**src/rtl/bcd_combine.sv**
```systemverilog
// Sequential packed-BCD to binary converter: rebuilds the binary value of NDIG
// BCD digits by multiply-by-10-and-add, most significant digit first.
//
// state  | meaning
// -------+------------------------------------------------------------
// S_IDLE | ready for a new word; a valid_i captures bcd_i
// S_CONV | one digit folded into the accumulator per clock, MS first
// S_DONE | result presented on bin_o/err_o with valid_o until ready_i
module bcd_combine #(
    parameter int NDIG = 2,
    parameter int W    = 7
) (
    input  logic                clk,
    input  logic                rst_n,
    input  logic                valid_i,
    output logic                ready_o,
    input  logic [4*NDIG-1:0]   bcd_i,
    output logic                valid_o,
    input  logic                ready_i,
    output logic [W-1:0]        bin_o,
    output logic                err_o
);

    localparam int IW = (NDIG > 1) ? $clog2(NDIG) : 1;

    typedef enum logic [1:0] {
        S_IDLE = 2'd0,
        S_CONV = 2'd1,
        S_DONE = 2'd2
    } state_t;

    state_t              state_q, state_d;
    logic [4*NDIG-1:0]   cap_q, cap_d;
    logic [W-1:0]        acc_q, acc_d;
    logic [W-1:0]        bin_q, bin_d;
    logic [IW-1:0]       idx_q, idx_d;
    logic                err_q, err_d;
    logic                err_out_q, err_out_d;
    logic                valid_q, valid_d;

    logic [3:0]          digit;
    logic                digit_bad;
    logic [W-1:0]        acc_next;

    always_comb begin
        digit     = cap_q[4*idx_q +: 4];
        digit_bad = (digit > 4'd9);
        // Out-of-range digits still contribute their raw value; only err flags them.
        acc_next  = (acc_q << 3) + (acc_q << 1) + W'(digit);
    end

    always_comb begin
        state_d   = state_q;
        cap_d     = cap_q;
        acc_d     = acc_q;
        idx_d     = idx_q;
        err_d     = err_q;
        bin_d     = bin_q;
        err_out_d = err_out_q;
        valid_d   = valid_q;
        ready_o   = 1'b0;

        unique case (state_q)
            S_IDLE: begin
                ready_o = 1'b1;
                if (valid_i) begin
                    cap_d   = bcd_i;
                    acc_d   = '0;
                    idx_d   = IW'(NDIG - 1);
                    err_d   = 1'b0;
                    state_d = S_CONV;
                end
            end
            S_CONV: begin
                acc_d = acc_next;
                if (digit_bad) begin
                    err_d = 1'b1;
                end
                if (idx_q == '0) begin
                    bin_d     = acc_next;
                    err_out_d = err_q | digit_bad;
                    valid_d   = 1'b1;
                    state_d   = S_DONE;
                end else begin
                    idx_d = idx_q - 1'b1;
                end
            end
            S_DONE: begin
                if (ready_i) begin
                    valid_d = 1'b0;
                    state_d = S_IDLE;
                end
            end
            default: begin
                state_d = S_IDLE;
            end
        endcase
    end

    always_ff @(posedge clk or negedge rst_n) begin
        if (!rst_n) begin
            state_q   <= S_IDLE;
            cap_q     <= '0;
            acc_q     <= '0;
            idx_q     <= '0;
            err_q     <= 1'b0;
            bin_q     <= '0;
            err_out_q <= 1'b0;
            valid_q   <= 1'b0;
        end else begin
            state_q   <= state_d;
            cap_q     <= cap_d;
            acc_q     <= acc_d;
            idx_q     <= idx_d;
            err_q     <= err_d;
            bin_q     <= bin_d;
            err_out_q <= err_out_d;
            valid_q   <= valid_d;
        end
    end

    // Result registers are separate from the accumulator so bin_o/err_o hold after handoff.
    assign bin_o   = bin_q;
    assign err_o   = err_out_q;
    assign valid_o = valid_q;

endmodule

```
**config.mk**
```make
export PLATFORM = sky130hd
export DESIGN_NAME = bcd_combine
export DESIGN_NICKNAME = d
export VERILOG_FILES = /design/src/rtl/bcd_combine.sv
export SDC_FILE = /design/constraint.sdc
export NUM_CORES = 1
export LEC_CHECK = 0
export ABC_AREA = 1
export ABC_CLOCK_PERIOD_IN_PS = 2880
export BUFFER_PORTS_ARGS = -buffer_cell sky130_fd_sc_hd__buf_2
export CAP_MARGIN = 20
export CORE_MARGIN = 1
export CORE_UTILIZATION = 55
export CTS_CLUSTER_SIZE = 24
export DETAILED_ROUTE_END_ITERATION = 12
export GPL_TIMING_DRIVEN = 1
export MAX_ROUTING_LAYER = met4
export PLACE_DENSITY_LB_ADDON = 0.15
export SETUP_SLACK_MARGIN = 0.1
export SKIP_LAST_GASP = 1
export SLEW_MARGIN = 25
export SYNTH_ARGS = -nofsm -noshare
export SYNTH_HDL_FRONTEND = slang
export SYNTH_SLANG_ARGS = --single-unit
```
**constraint.sdc**
```tcl
create_clock -name clk -period 2.88 [get_ports clk]
set_clock_uncertainty 0.1 [all_clocks]
set_input_delay 0.576 -clock clk [delete_from_list [all_inputs] [get_ports clk]]
set_output_delay 0.576 -clock clk [all_outputs]
set_load 0.1 [all_outputs]
```
==> results by stage, run 1 <==
Cells and area:
- The fraction of final layout cells with drive strength greater than 1 is 29.09%.
- The area growth from synthesis to layout is 10.39%.
- The number of antenna diodes in the final layout is 0.
- For this run, the post-layout net count is 188.
- The final design area excluding fillers is 1541 um^2.

Timing:
- The hold violation count in the final report came to 0.
- The fraction of the cycle the final worst path needs is 84.55%.
- The worst path in the final design needs a cycle of 2.435 ns, including I/O delays and setup.
- Setup repair after global routing left no endpoint under its margin.
- The number of slew-limit violations in the final report is 0.
- In this run the tightest slew margin relative to its limit is 60.55%.
- The final-report setup violation count is 0.
- The slew at the pin with the worst max-slew slack is 0.5918 ns.
- After routing, the total negative slack on setup checks comes to 0 ns.
- The maximum operating frequency is 410.7 MHz.

Global routing:
- The via count of the first global-routing pass is 942.
- The number of antenna violations at the first check in global routing was 0.
- The total global-route track usage is 20.94%.
- The largest net degree at the start of global routing is 28.
- The first-pass GRT wire length is 4091 um.
- Global routing finished with a remaining overflow of 0.

Routing:
- Using the TritonRoute via totals, the vias-per-cell ratio works out to 5.140.
- The pre-antenna-repair detailed-routing pass consisted of 4 iterations.
- The detailed-route via count is 992.
- The wire length after detailed routing is 2302 um.
- The count of routing violations after the opening detailed-route iteration is 22.
- The average detailed-routed wire length per instance is 11.93 um.
- The remaining antenna violation count is 0.
- The number of design rule violations left after detail routing is 0.

Floorplan:
- The die height is 52.39 um.
- Once the floorplan was initialized, standard cells occupied 60.78% of the core.
- The die covers 2744 um^2.
- 22 I/O pins were placed.
- The die is 52.39 um wide.
- The total number of placement rows is 17.
- In this run the standard cell core region covers 2297 um^2.

Yosys:
- Synthesis produced a netlist with a net count of 164.
- The synthesized design contains 27 register bits.
- In this run the cell area of the synthesized design comes to 1396 um^2.
- For this run, the number of Yosys warnings is 0.
- The unique cell type count in the Yosys netlist is 23.
- After synthesis, flip-flops and latches occupy 48.39% of the total area.
- The average instance in the mapped netlist occupies 9.833 um^2.
- The gate count after technology mapping is 142.

Clocking:
- The number of clock sinks is 27.
- After clock tree synthesis, the repair step resized 0 gates.
- Clock tree synthesis selected as its root buffer the cell sky130_fd_sc_hd__clkbuf_4.
- For the worst-skew pair, the clock arrives at the later sink with an insertion delay of 0.32 ns.
- The clock tree from TritonCTS is built.
- In this run the number of H-tree levels came out at 1.
- The post-CTS setup buffer count is 0.
- The total of hold buffers inserted after clock tree synthesis is 0.
- Clock-pin slew was measured on the worst setup and hold paths at 0.14 ns.
- Counting the buffers created by CTS gives 3.
- The maximum number of buffers from clock root to sink is 2.

Worst setup path:
- STA classifies the critical path startpoint as a register.
- The worst register-to-register path has a setup slack of 0.44 ns.
- The data required time of the critical path is 3.01 ns.
- The worst register-to-register path has a depth of 12.
- The worst reg2reg path startpoint is idx_q$_DFFE_PN0P_.
- STA classifies the critical path endpoint as a register.
- The kind of critical path is register to register.
- STA puts the critical path data arrival time at 2.56 ns.
- The maximum net fanout on the critical path is 7.
- In this run the critical register-to-register path is captured at bin_o[6]$_DFFE_PN0P_.

Placed design:
- The HPWL after detailed placement is 1789 um.
- The post-place instance area is 1514 um^2.
- The congestion estimate from routability-driven global placement came to 0.9101.
- Port buffering added 21 buffers.

Status:
- The run finished with clean final reports.

Job:
- The max-capacitance violation count is 0.

Min path:
- The class of the tightest hold or removal check is primary input to async pin.
[worst max path at each step]
stage	from	end	slack, ns	cells after the start
global route	idx_q$_DFFE_PN0P_	bin_o[6]$_DFFE_PN0P_	0.27	12
detailed placement	idx_q$_DFFE_PN0P_	bin_o[6]$_DFFE_PN0P_	0.46	12
global placement	idx_q$_DFFE_PN0P_	bin_o[6]$_DFFE_PN0P_	0.56	12
finish	idx_q$_DFFE_PN0P_	bin_o[6]$_DFFE_PN0P_	0.44	12
CTS	idx_q$_DFFE_PN0P_	bin_o[6]$_DFFE_PN0P_	0.44	12
floorplan	state_q[1]$_DFFE_PN0P_	acc_q[0]$_DFFE_PN0P_	0.23	5
[final cells by class]
class,instances,area (um^2)
Timing Repair Buffer,21,105.1
Clock inverter,1,5.005
Multi-Input combinational cell,91,610.6
Inverter,22,87.58
Sequential cell,27,675.6
Clock buffer,3,22.52
Tap cell,28,35.03
Fill cell,195,755.7
[Yosys cell counts, drive strengths merged]
cell type  count  area, um^2
nand3         10       50.05
dfrtp         27       675.7
nand2         34       137.6
o22ai          2       12.51
inv           22       87.58
o21ai         14       100.1
xor2           1       8.760
o211ai         1       12.51
ha             8       100.1
fa             2       40.04
nor2           8       53.80
buf            2       22.52
a21oi          4       20.02
mux2           6       67.56
nand3b         1       7.510
[registers in the layout, summed over array words and instances, names as in the netlist]
name     flops
err_q        1
bin_o        7
err_o        1
cap_q        8
acc_q        6
valid_o      1
state_q      2
idx_q        1
[critical path, stage by stage, from the launching register on]
cell and delay, ns:
sky130_fd_sc_hd__dfrtp_1 0.49, sky130_fd_sc_hd__inv_2 0.15, sky130_fd_sc_hd__nand2_1 0.06, sky130_fd_sc_hd__nand2_1 0.09
sky130_fd_sc_hd__inv_1 0.06, sky130_fd_sc_hd__fa_1 0.48, sky130_fd_sc_hd__fa_1 0.48, sky130_fd_sc_hd__nor2_1 0.13
sky130_fd_sc_hd__nor2_1 0.06, sky130_fd_sc_hd__inv_1 0.05, sky130_fd_sc_hd__nand2_1 0.05, sky130_fd_sc_hd__nand3_1 0.08
sky130_fd_sc_hd__nand2_1 0.06
[layer usage]
| metal | track usage (%) | routed length (um) | vias up |
|---|---|---|---|
| met1 | 25.33 | 1062 | 462 |
| li1 | - | - | 508 |
| met2 | 36.50 | 1162 | 18 |
| met4 | 4.386 | 19 | 0 |
| met3 | 3.768 | 57 | 4 |
| met5 | - | 0 | - |
[cells in the final DEF, fill, tap and decap left out, types with 5 or more instances in the layout]
cell type,count
sky130_fd_sc_hd__nand3_1,10
sky130_fd_sc_hd__ha_1,8
sky130_fd_sc_hd__o21ai_2,8
sky130_fd_sc_hd__buf_2,21
sky130_fd_sc_hd__inv_1,18
sky130_fd_sc_hd__mux2_2,6
sky130_fd_sc_hd__nor2_1,6
sky130_fd_sc_hd__nand2_1,32
sky130_fd_sc_hd__o21ai_0,5
sky130_fd_sc_hd__dfrtp_1,27
[kinds of logic (layout without fill, tap and decap cells)]
logic type / Yosys count / after routing / synth area share (%)
XOR/XNOR: 1 / 1 / 0.6274
buffers and inverters: 24 / 47 / 7.885
AO/OA/AOI/OAI: 21 / 21 / 10.39
flip-flops: 27 / 27 / 48.39
AND/OR/NAND/NOR: 53 / 53 / 17.83
adder cells (fa/ha/maj): 10 / 10 / 10.04
multiplexers: 6 / 6 / 4.838
[through the flow]
step	utilization, %	hold WS, ns	setup WS, ns	std cells
after floorplan	-	0.1804	0.2264	142
after global placement	65.90	0.3578	0.5625	189
after detailed placement	65.90	0.3666	0.4596	189
after CTS	67.10	0.1578	0.4375	193
after global routing	67.10	0.1757	0.2721	193
final	67.10	0.1331	0.4449	193
Power of run 1 is not shown: default switching activity piles up to over one toggle a cycle in this logic, so the estimate is an artifact.
==> run 2: changes to the inputs <==
--- a/config.mk
+++ b/config.mk
@@ -5,12 +5,12 @@
 export SDC_FILE = /design/constraint.sdc
 export NUM_CORES = 1
 export LEC_CHECK = 0
-export ABC_AREA = 1
-export ABC_CLOCK_PERIOD_IN_PS = 2880
+export ABC_AREA = 0
+export ABC_CLOCK_PERIOD_IN_PS = 2050
 export BUFFER_PORTS_ARGS = -buffer_cell sky130_fd_sc_hd__buf_2
 export CAP_MARGIN = 20
 export CORE_MARGIN = 1
-export CORE_UTILIZATION = 55
+export CORE_UTILIZATION = 49
 export CTS_CLUSTER_SIZE = 24
 export DETAILED_ROUTE_END_ITERATION = 12
 export GPL_TIMING_DRIVEN = 1
==> constraint.sdc (replaced) <==
create_clock -name clk -period 2.05 [get_ports clk]
set_clock_uncertainty 0.1 [all_clocks]
set_input_delay 0.41 -clock clk [delete_from_list [all_inputs] [get_ports clk]]
set_output_delay 0.41 -clock clk [all_outputs]
set_load 0.1 [all_outputs]
==> run 2 against run 1 <==
The flow now finishes with violations (negative setup slack). Register-to-register slack lost 0.73 ns. Die area increased by 8.0%. Cell count down 8.8%. Critical endpoint unchanged. Critical path depth fell by 3. Clock-buffer cell count did not move. Sequential cell count is the same. Utilization down 4.2 points. First-iteration DRC count decreased by 32%. Highest routed layer unchanged.
==> results by stage, run 2 <==
Yosys:
- The number of synthesized flops with an enable pin is 0 (unchanged).
- The main flop type after synthesis was sky130_fd_sc_hd__dfrtp_1 (unchanged).
- The async set-or-reset flop fraction in the synthesized netlist came to 100.0% (unchanged).
- The unique cell type count in the Yosys netlist is 28 (was 23).
- The share of the synthesized area in the top cell type is 50.14% (was 48.39%).
- The average size of a mapped cell is 11.42 um^2 (was 9.833 um^2).
- Top area cells in the synthesized netlist: sky130_fd_sc_hd__dfrtp_1, sky130_fd_sc_hd__mux2_2, sky130_fd_sc_hd__ha_1, sky130_fd_sc_hd__nand2_1, sky130_fd_sc_hd__fa_1 (was sky130_fd_sc_hd__dfrtp_1, sky130_fd_sc_hd__nand2_1, sky130_fd_sc_hd__ha_1, sky130_fd_sc_hd__o21ai_2, sky130_fd_sc_hd__inv_1).
- The number of synthesized register bits is 27 (unchanged).
- The most used standard cell by instance count after synthesis is sky130_fd_sc_hd__dfrtp_1 (was sky130_fd_sc_hd__nand2_1).
- The sequential share of the synthesized area is 50.14% (was 48.39%).
- The cell area after synthesis is 1348 um^2 (was 1396 um^2).
- The cell accounting for the most synthesized area is sky130_fd_sc_hd__dfrtp_1 (unchanged).
- The number of warnings reported in the yosys synthesis log is 0 (unchanged).
- The synthesized netlist net count is 140 (was 164).
- Cell types with the highest counts after synthesis: sky130_fd_sc_hd__dfrtp_1, sky130_fd_sc_hd__nand2_1, sky130_fd_sc_hd__mux2_2 (was sky130_fd_sc_hd__nand2_1, sky130_fd_sc_hd__dfrtp_1, sky130_fd_sc_hd__inv_1).
- The gate count after technology mapping came to 118 (was 142).

Timing:
- Unrepaired setup endpoints after global routing: true (was false).
- The maximum operating frequency came to 428.1 MHz (was 410.7 MHz).
- The final worst slack came to -0.2859 ns (was 0.4449 ns).
- The headroom to the max-slew limit is 60.44% (was 60.55%).
- The hold violation count in the final report is 0 (unchanged).
- The fraction of the cycle the final worst path needs was 113.9% (was 84.55%).
- The shortest clock period the worst path allows after layout is 2.336 ns (was 2.435 ns).
- The final-report setup violation count is 7 (was 0).
- The number of slew-limit violations in the final report is 0 (unchanged).
- The slew at the pin with the worst max-slew slack is 0.5935 ns (was 0.5918 ns).

Routing:
- The detailed-route via count is 917 (was 992).
- The count of routing violations after the opening detailed-route iteration is 15 (was 22).
- The wire length after detailed routing came to 2367 um (was 2302 um).
- The number of design rule violations left after detail routing is 0 (unchanged).
- The average detailed-routed wire length per instance is 13.45 um (was 11.93 um).
- The via density per instance was 5.210 (was 5.140).
- The remaining antenna violation count is 0 (unchanged).
- The total iterations of the first detailed-routing run is 3 (was 4).

Worst setup path:
- The maximum net fanout on the critical path is 4 (was 7).
- The kind of end point of the critical path is a register (unchanged).
- The kind of critical path is register to register (unchanged).
- The arrival time at the worst endpoint came to 2.44 ns (was 2.56 ns).
- The type of origin of the critical path is a register (unchanged).
- The data required time of the critical path is 2.16 ns (was 3.01 ns).

Clocking:
- The H-tree level count is 1 (unchanged).
- The maximum number of buffers from clock root to sink came to 2 (unchanged).
- The number of clock sinks was 27 (unchanged).
- The clock transition at the registers of the reported paths is 0.15 ns (was 0.14 ns).
- The clock tree from TritonCTS is built (unchanged).
- The CTS buffer count was 3 (unchanged).
- The master cell of the clock root buffer is sky130_fd_sc_hd__clkbuf_4 (unchanged).
- The latest clock arrival within the worst-skew pair came to 0.32 ns (about the same).

Global routing:
- The overflow left after global routing was 0 (unchanged).
- The number of antenna violations at the first check in global routing is 0 (unchanged).
- The total global-route track usage is 18.36% (was 20.94%).
- The first-pass GRT wire length came to 3643 um (was 4091 um).
- The largest net degree at the start of global routing is 28 (unchanged).
- The via count of the first global-routing pass is 838 (was 942).

Cells and area:
- The final antenna diode count is 0 (unchanged).
- The flip-flop count of the largest register after layout was 8 (unchanged).
- The fraction of final layout cells with drive strength greater than 1 is 38.36% (was 29.09%).
- The growth of design area from synthesis to finish was 18.76% (was 10.39%).
- The register with the highest flop count is cap_q (unchanged).
- The final cell utilization of the core is 62.88% (was 67.10%).
- Most frequent cells in the layout: sky130_fd_sc_hd__dfrtp_1, sky130_fd_sc_hd__buf_2, sky130_fd_sc_hd__nand2_1, sky130_fd_sc_hd__mux2_2, sky130_fd_sc_hd__o21ai_0 (was sky130_fd_sc_hd__nand2_1, sky130_fd_sc_hd__dfrtp_1, sky130_fd_sc_hd__buf_2, sky130_fd_sc_hd__inv_1, sky130_fd_sc_hd__nand3_1).
- The final-stage net count is 169 (was 188).
- The most frequent standard cell in the layout excluding fill and tap cells is sky130_fd_sc_hd__dfrtp_1 (was sky130_fd_sc_hd__nand2_1).

Status:
- Result of the run: finished, violations left (was finished clean).
- The checks that failed: negative setup slack.

Floorplan:
- The total number of placement rows is 18 (was 17).
- The die area came to 2964 um^2 (was 2744 um^2).
- The die height is 54.44 um (was 52.39 um).
- The core region area came to 2545 um^2 (was 2297 um^2).
- The starting density of the core is 52.95% (was 60.78%).
- The I/O pin count came to 22 (unchanged).
- The die width is 54.44 um (was 52.39 um).

Min path:
- The class of the tightest hold or removal check is primary input to register (was primary input to async pin).

Placed design:
- The final estimated routing congestion in global placement was 0.8808 (was 0.9101).
- The count of buffers inserted at the top-level ports was 21 (unchanged).
- The placed wire-length estimate after detailed placement came to 1653 um (was 1789 um).

Job:
- The max-capacitance violation count is 0 (unchanged).
==> run 2: cell types whose count changed after synthesis, moves of 3 or more <==
cell                      delta
sky130_fd_sc_hd__nand3_1    -10
sky130_fd_sc_hd__nand2_1    -17
sky130_fd_sc_hd__xnor2_1     +3
sky130_fd_sc_hd__inv_2       -3
sky130_fd_sc_hd__a21o_1      +3
sky130_fd_sc_hd__o21ai_0     +3
sky130_fd_sc_hd__inv_1      -11
sky130_fd_sc_hd__o21ai_2     -8
sky130_fd_sc_hd__mux2_2      +6
==> run 2: what timing repair did <==
item	in CTS	in global routing
pin swaps	5	0
setup endpoints to repair	7	7
setup buffers	1	0
hold buffers	1	0
resized for setup	9	1
endpoints found under the hold margin	27	0
==> run 2: path summary, 6_finish.rpt <==
| path | end | slack (ns) | cells past startpoint | startpoint |
|---|---|---|---|---|
| worst max-delay path | bin_o[6]$_DFFE_PN0P_ | -0.29 | 9 | idx_q$_DFFE_PN0P_ |
| worst min-delay path | cap_q[0]$_DFFE_PN0P_ | 0.21 | 2 | bcd_i[0] |
| worst max register to register | bin_o[6]$_DFFE_PN0P_ | -0.29 | 9 | idx_q$_DFFE_PN0P_ |
| worst min register to register | bin_o[4]$_DFFE_PN0P_ | 0.39 | 2 | bin_o[4]$_DFFE_PN0P_ |
| max in group asynchronous | idx_q$_DFFE_PN0P_ | 0.92 | 2 | rst_n |
| min in group asynchronous | acc_q[3]$_DFFE_PN0P_ | 0.50 | 2 | rst_n |
==> run 2: final cells by class <==
class / instances / area [um^2]
repair buffers: 29 / 175.2
clock inverters: 1 / 5.005
flip-flops and latches: 27 / 676.9
fillers: 217 / 944.7
well taps: 30 / 37.54
clock buffers: 3 / 22.52
multi-input cells: 79 / 656.9
inverters: 7 / 26.28
==> run 2: stage by stage <==
step	setup TNS [ns]	hold WS [ns]	instance area, um^2	setup WS (ns)	cells
2_1_floorplan	-0.7402	0.01441	1366	-0.2382	118
3_5_place_dp	-1.614	0.3490	1508	-0.3007	170
4_1_cts	-1.410	0.1950	1599	-0.3098	176
6_report	-1.245	0.2052	1600	-0.2859	176
5_1_grt	-1.954	0.1852	1600	-0.4309	176
3_3_place_gp	-1.321	0.3451	1508	-0.2531	170
==> run 2: worst max-delay path, cell delays in order (launching register included) <==
cell,delay [ns]
sky130_fd_sc_hd__dfrtp_2,0.47
sky130_fd_sc_hd__mux2_4,0.33
sky130_fd_sc_hd__ha_4,0.27
sky130_fd_sc_hd__ha_4,0.12
sky130_fd_sc_hd__inv_2,0.04
sky130_fd_sc_hd__fa_2,0.39
sky130_fd_sc_hd__nand2b_1,0.15
sky130_fd_sc_hd__a21oi_1,0.15
sky130_fd_sc_hd__xnor2_1,0.13
sky130_fd_sc_hd__o21ai_0,0.08
==> run 2: logic make-up (layout without fill, tap and decap cells) <==
kind of cell,count (synthesis),count (layout),synth area share (%)
buf+inv,12,40,5.106
fa+ha+maj,10,10,10.40
mux,15,15,12.63
xor+xnor,5,5,3.250
compound gates,20,20,8.728
flops,27,27,50.14
simple gates,29,29,9.750
==> run 2: layer usage <==
layer	track usage, %	share of wire, %
met3	2.500	2.9
met1	22.81	49
met4	7.692	0.51
met2	29.88	47
met5	-	0
Power of run 2 is left out for the same reason.
==> run 3: changes to the inputs <==
--- a/config.mk
+++ b/config.mk
@@ -9,11 +9,13 @@
 export ABC_CLOCK_PERIOD_IN_PS = 2050
 export BUFFER_PORTS_ARGS = -buffer_cell sky130_fd_sc_hd__buf_2
 export CAP_MARGIN = 20
+export CORE_ASPECT_RATIO = 1.25
 export CORE_MARGIN = 1
 export CORE_UTILIZATION = 49
 export CTS_CLUSTER_SIZE = 24
 export DETAILED_ROUTE_END_ITERATION = 12
-export GPL_TIMING_DRIVEN = 1
+export GPL_ROUTABILITY_DRIVEN = 0
+export GPL_TIMING_DRIVEN = 0
 export MAX_ROUTING_LAYER = met4
 export PLACE_DENSITY_LB_ADDON = 0.15
 export SETUP_SLACK_MARGIN = 0.1
==> run 3 against run 2 <==
First-iteration DRC count is 40% lower. Worst setup slack worse by 0.16 ns. Worst hold slack worse by 0.024 ns. The flow still finishes with violations (negative setup slack). Cell count is 2.3% higher. Wire length is 15% higher. Critical path depth stayed put. Utilization is 3.6 points higher. Sequential cell count stayed put. Global-route usage is 3.4 points higher. Sequential share of layout area is 2.1 points lower. Die area hardly changed. Via count is 3.7% higher. Critical endpoint is now acc_q[5]$_DFFE_PN0P_.
==> results by stage, run 3 (synthesized netlist as in run 2, its figures left out) <==
Worst setup path:
- Cell-by-cell trace of the critical path: buf_6, mux2i_4, fa_1, inv_1, ha_4, a21o_1, a21oi_2, xor2_2, o22ai_1 (was mux2_4, ha_4, ha_4, inv_2, fa_2, nand2b_1, a21oi_1, xnor2_1, o21ai_0).
- The depth of the worst register-to-register path is 9 (unchanged).
- The worst reg2reg path startpoint is idx_q$_DFFE_PN0P_ (unchanged).
- The worst path buffer plus inverter count was 2 (was 1).
- The maximum net fanout on the critical path is 4 (unchanged).
- The logic depth of the worst setup path including buffers was 9 (unchanged).
- The data required time of the critical path is 2.19 ns (was 2.16 ns).
- The gate family responsible for the most delay along the worst path was adder cells (unchanged).
- The kind of critical path is register to register (unchanged).
- The capture point of the worst reg-to-reg path is acc_q[5]$_DFFE_PN0P_ (was bin_o[6]$_DFFE_PN0P_).
- The type of origin of the critical path is a register (unchanged).
- The internal reg-to-reg setup slack came to -0.45 ns (was -0.29 ns).
- The kind of end point of the critical path is a register (unchanged).
- The worst-path cell with the longest stage delay was sky130_fd_sc_hd__fa_1 (was sky130_fd_sc_hd__dfrtp_2).
- The critical path's largest stage delay is 0.56 ns (was 0.47 ns).
- The critical path startpoint is idx_q$_DFFE_PN0P_ (unchanged).
- The arrival time at the worst endpoint is 2.63 ns (was 2.44 ns).

Placed design:
- The cell count after placement is 172 (was 170).
- The placed wire-length estimate after detailed placement is 1825 um (was 1653 um).
- The count of buffers inserted at the top-level ports is 21 (unchanged).

Floorplan:
- The die width is 48.91 um (was 54.44 um).
- The starting density of the core was 53.32% (was 52.95%).
- The die height came to 60.63 um (was 54.44 um).
- The total number of placement rows came to 20 (was 18).
- The core region area is 2527 um^2 (was 2545 um^2).
- The I/O pin count is 22 (unchanged).
- The die area was 2965 um^2 (was 2964 um^2).

Min path:
- The hold-critical path depth was 2 (unchanged).
- The terminating pin of the worst hold path is cap_q[3]$_DFFE_PN0P_ (was cap_q[0]$_DFFE_PN0P_).
- The beginning of the worst hold path was bcd_i[3] (was bcd_i[0]).
- The class of the tightest hold or removal check was primary input to register (unchanged).

Cells and area:
- The flip-flop count of the largest register after layout came to 8 (unchanged).
- The growth of design area from synthesis to finish was 24.61% (was 18.76%).
- The final antenna diode count came to 0 (unchanged).
- Most frequent cells in the layout: sky130_fd_sc_hd__dfrtp_1, sky130_fd_sc_hd__buf_2, sky130_fd_sc_hd__nand2_1, sky130_fd_sc_hd__mux2_2, sky130_fd_sc_hd__nor2_1 (was sky130_fd_sc_hd__dfrtp_1, sky130_fd_sc_hd__buf_2, sky130_fd_sc_hd__nand2_1, sky130_fd_sc_hd__mux2_2, sky130_fd_sc_hd__o21ai_0).
- The filler-free cell count of the finished design came to 180 (was 176).
- The final-stage net count was 170 (was 169).
- The fraction of final layout cells with drive strength greater than 1 is 41.50% (was 38.36%).
- The register with the highest flop count is cap_q (unchanged).
- The most frequent standard cell in the layout excluding fill and tap cells is sky130_fd_sc_hd__dfrtp_1 (unchanged).

Clocking:
- The CTS buffer count is 3 (unchanged).
- The maximum number of buffers from clock root to sink was 2 (unchanged).
- The H-tree level count is 1 (unchanged).
- The clock tree from TritonCTS is built (unchanged).
- The latest clock arrival within the worst-skew pair is 0.35 ns (was 0.32 ns).
- The master cell of the clock root buffer is sky130_fd_sc_hd__clkbuf_4 (unchanged).
- The clock transition at the registers of the reported paths was 0.17 ns (was 0.15 ns).
- The number of clock sinks is 27 (unchanged).

Timing:
- The shortest clock period the worst path allows after layout is 2.496 ns (was 2.336 ns).
- The fraction of the cycle the final worst path needs is 121.8% (was 113.9%).
- The number of slew-limit violations in the final report came to 0 (unchanged).
- The final-report setup violation count is 7 (unchanged).
- The slew at the pin with the worst max-slew slack came to 0.6205 ns (was 0.5935 ns).
- Unrepaired setup endpoints after global routing: true (unchanged).
- The headroom to the max-slew limit is 58.63% (was 60.44%).
- The final worst slack is -0.4461 ns (was -0.2859 ns).
- The maximum operating frequency is 400.6 MHz (was 428.1 MHz).
- The hold violation count in the final report is 0 (unchanged).

Global routing:
- The overflow left after global routing is 0 (unchanged).
- The number of antenna violations at the first check in global routing was 0 (unchanged).
- The largest net degree at the start of global routing was 28 (unchanged).
- The via count of the first global-routing pass is 1,040 (was 838).
- The first-pass GRT wire length is 4540 um (was 3643 um).
- The total global-route track usage is 21.76% (was 18.36%).

Status:
- Failing checks: negative setup slack (unchanged).
- Result of the run: finished, violations left (unchanged).

Routing:
- The remaining antenna violation count was 0 (unchanged).
- The average detailed-routed wire length per instance is 15.11 um (was 13.45 um).
- The detailed-route via count is 951 (was 917).
- The via density per instance came to 5.283 (was 5.210).
- The wire length after detailed routing is 2720 um (was 2367 um).
- The number of design rule violations left after detail routing is 0 (unchanged).
- The count of routing violations after the opening detailed-route iteration is 9 (was 15).
- The total iterations of the first detailed-routing run is 4 (was 3).

Job:
- The max-capacitance violation count is 0 (unchanged).
-- run 3: worst max-delay path by stage --
stage,slack [ns],endpoint
after floorplan,-0.24,bin_o[6]$_DFFE_PN0P_
after global placement,-0.40,bin_o[6]$_DFFE_PN0P_
after detailed placement,-0.43,bin_o[5]$_DFFE_PN0P_
after CTS,-0.40,acc_q[5]$_DFFE_PN0P_
after global routing,-0.52,acc_q[5]$_DFFE_PN0P_
final,-0.45,acc_q[5]$_DFFE_PN0P_
-- run 3: repair_timing --
item | in CTS | in global routing
buffers inserted | 2 | 1
pin swaps | 12 | 7
hold buffers | 1 | 0
hold endpoints to repair | 16 | 0
endpoints found under the setup margin | 8 | 8
resized for setup | 14 | 6
-- run 3: routing by layer --
layer | GRT usage, % | up-vias | routed length, um | part of all wire (%)
met5 | - | - | 0 | 0
li1 | - | 452 | - | -
met3 | 3.258 | 7 | 87 | 3.2
met2 | 40.28 | 18 | 1525 | 56
met1 | 22.30 | 474 | 1050 | 39
met4 | 12.18 | 0 | 55 | 2.0
-- run 3: layout make-up --
| cell class | count | area, um^2 |
|---|---|---|
| repair buffers | 25 | 141.4 |
| clock inverters | 1 | 7.507 |
| plain buffers | 5 | 46.29 |
| flip-flops and latches | 27 | 675.6 |
| inverters | 7 | 26.28 |
| fillers | 209 | 848.3 |
| clock buffers | 3 | 22.52 |
| well taps | 33 | 41.29 |
| multi-input cells | 79 | 718.2 |
-- run 3: worst register-to-register path: stages, from the launching register on --
cell,delay [ns]
sky130_fd_sc_hd__dfrtp_1,0.42
sky130_fd_sc_hd__buf_6,0.14
sky130_fd_sc_hd__mux2i_4,0.19
sky130_fd_sc_hd__fa_1,0.56
sky130_fd_sc_hd__inv_1,0.08
sky130_fd_sc_hd__ha_4,0.21
sky130_fd_sc_hd__a21o_1,0.17
sky130_fd_sc_hd__a21oi_2,0.19
sky130_fd_sc_hd__xor2_2,0.22
sky130_fd_sc_hd__o22ai_1,0.11
-- run 3: stage by stage --
| stage | cell area (um^2) | setup slack [ns] | utilization (%) | hold WS, ns | TNS (ns) |
|---|---|---|---|---|---|
| 2_1_floorplan | 1366 | -0.2382 | - | 0.01441 | -0.7402 |
| 3_3_place_gp | 1513 | -0.3965 | 59.85 | 0.3419 | -1.862 |
| 3_5_place_dp | 1513 | -0.4346 | 59.85 | 0.3644 | -1.934 |
| 4_1_cts | 1632 | -0.4020 | 64.55 | 0.1922 | -1.794 |
| 5_1_grt | 1679 | -0.5164 | 66.44 | 0.1758 | -2.801 |
| 6_report | 1679 | -0.4461 | 66.44 | 0.1810 | -2.392 |
Power of run 3 is left out for the same reason.
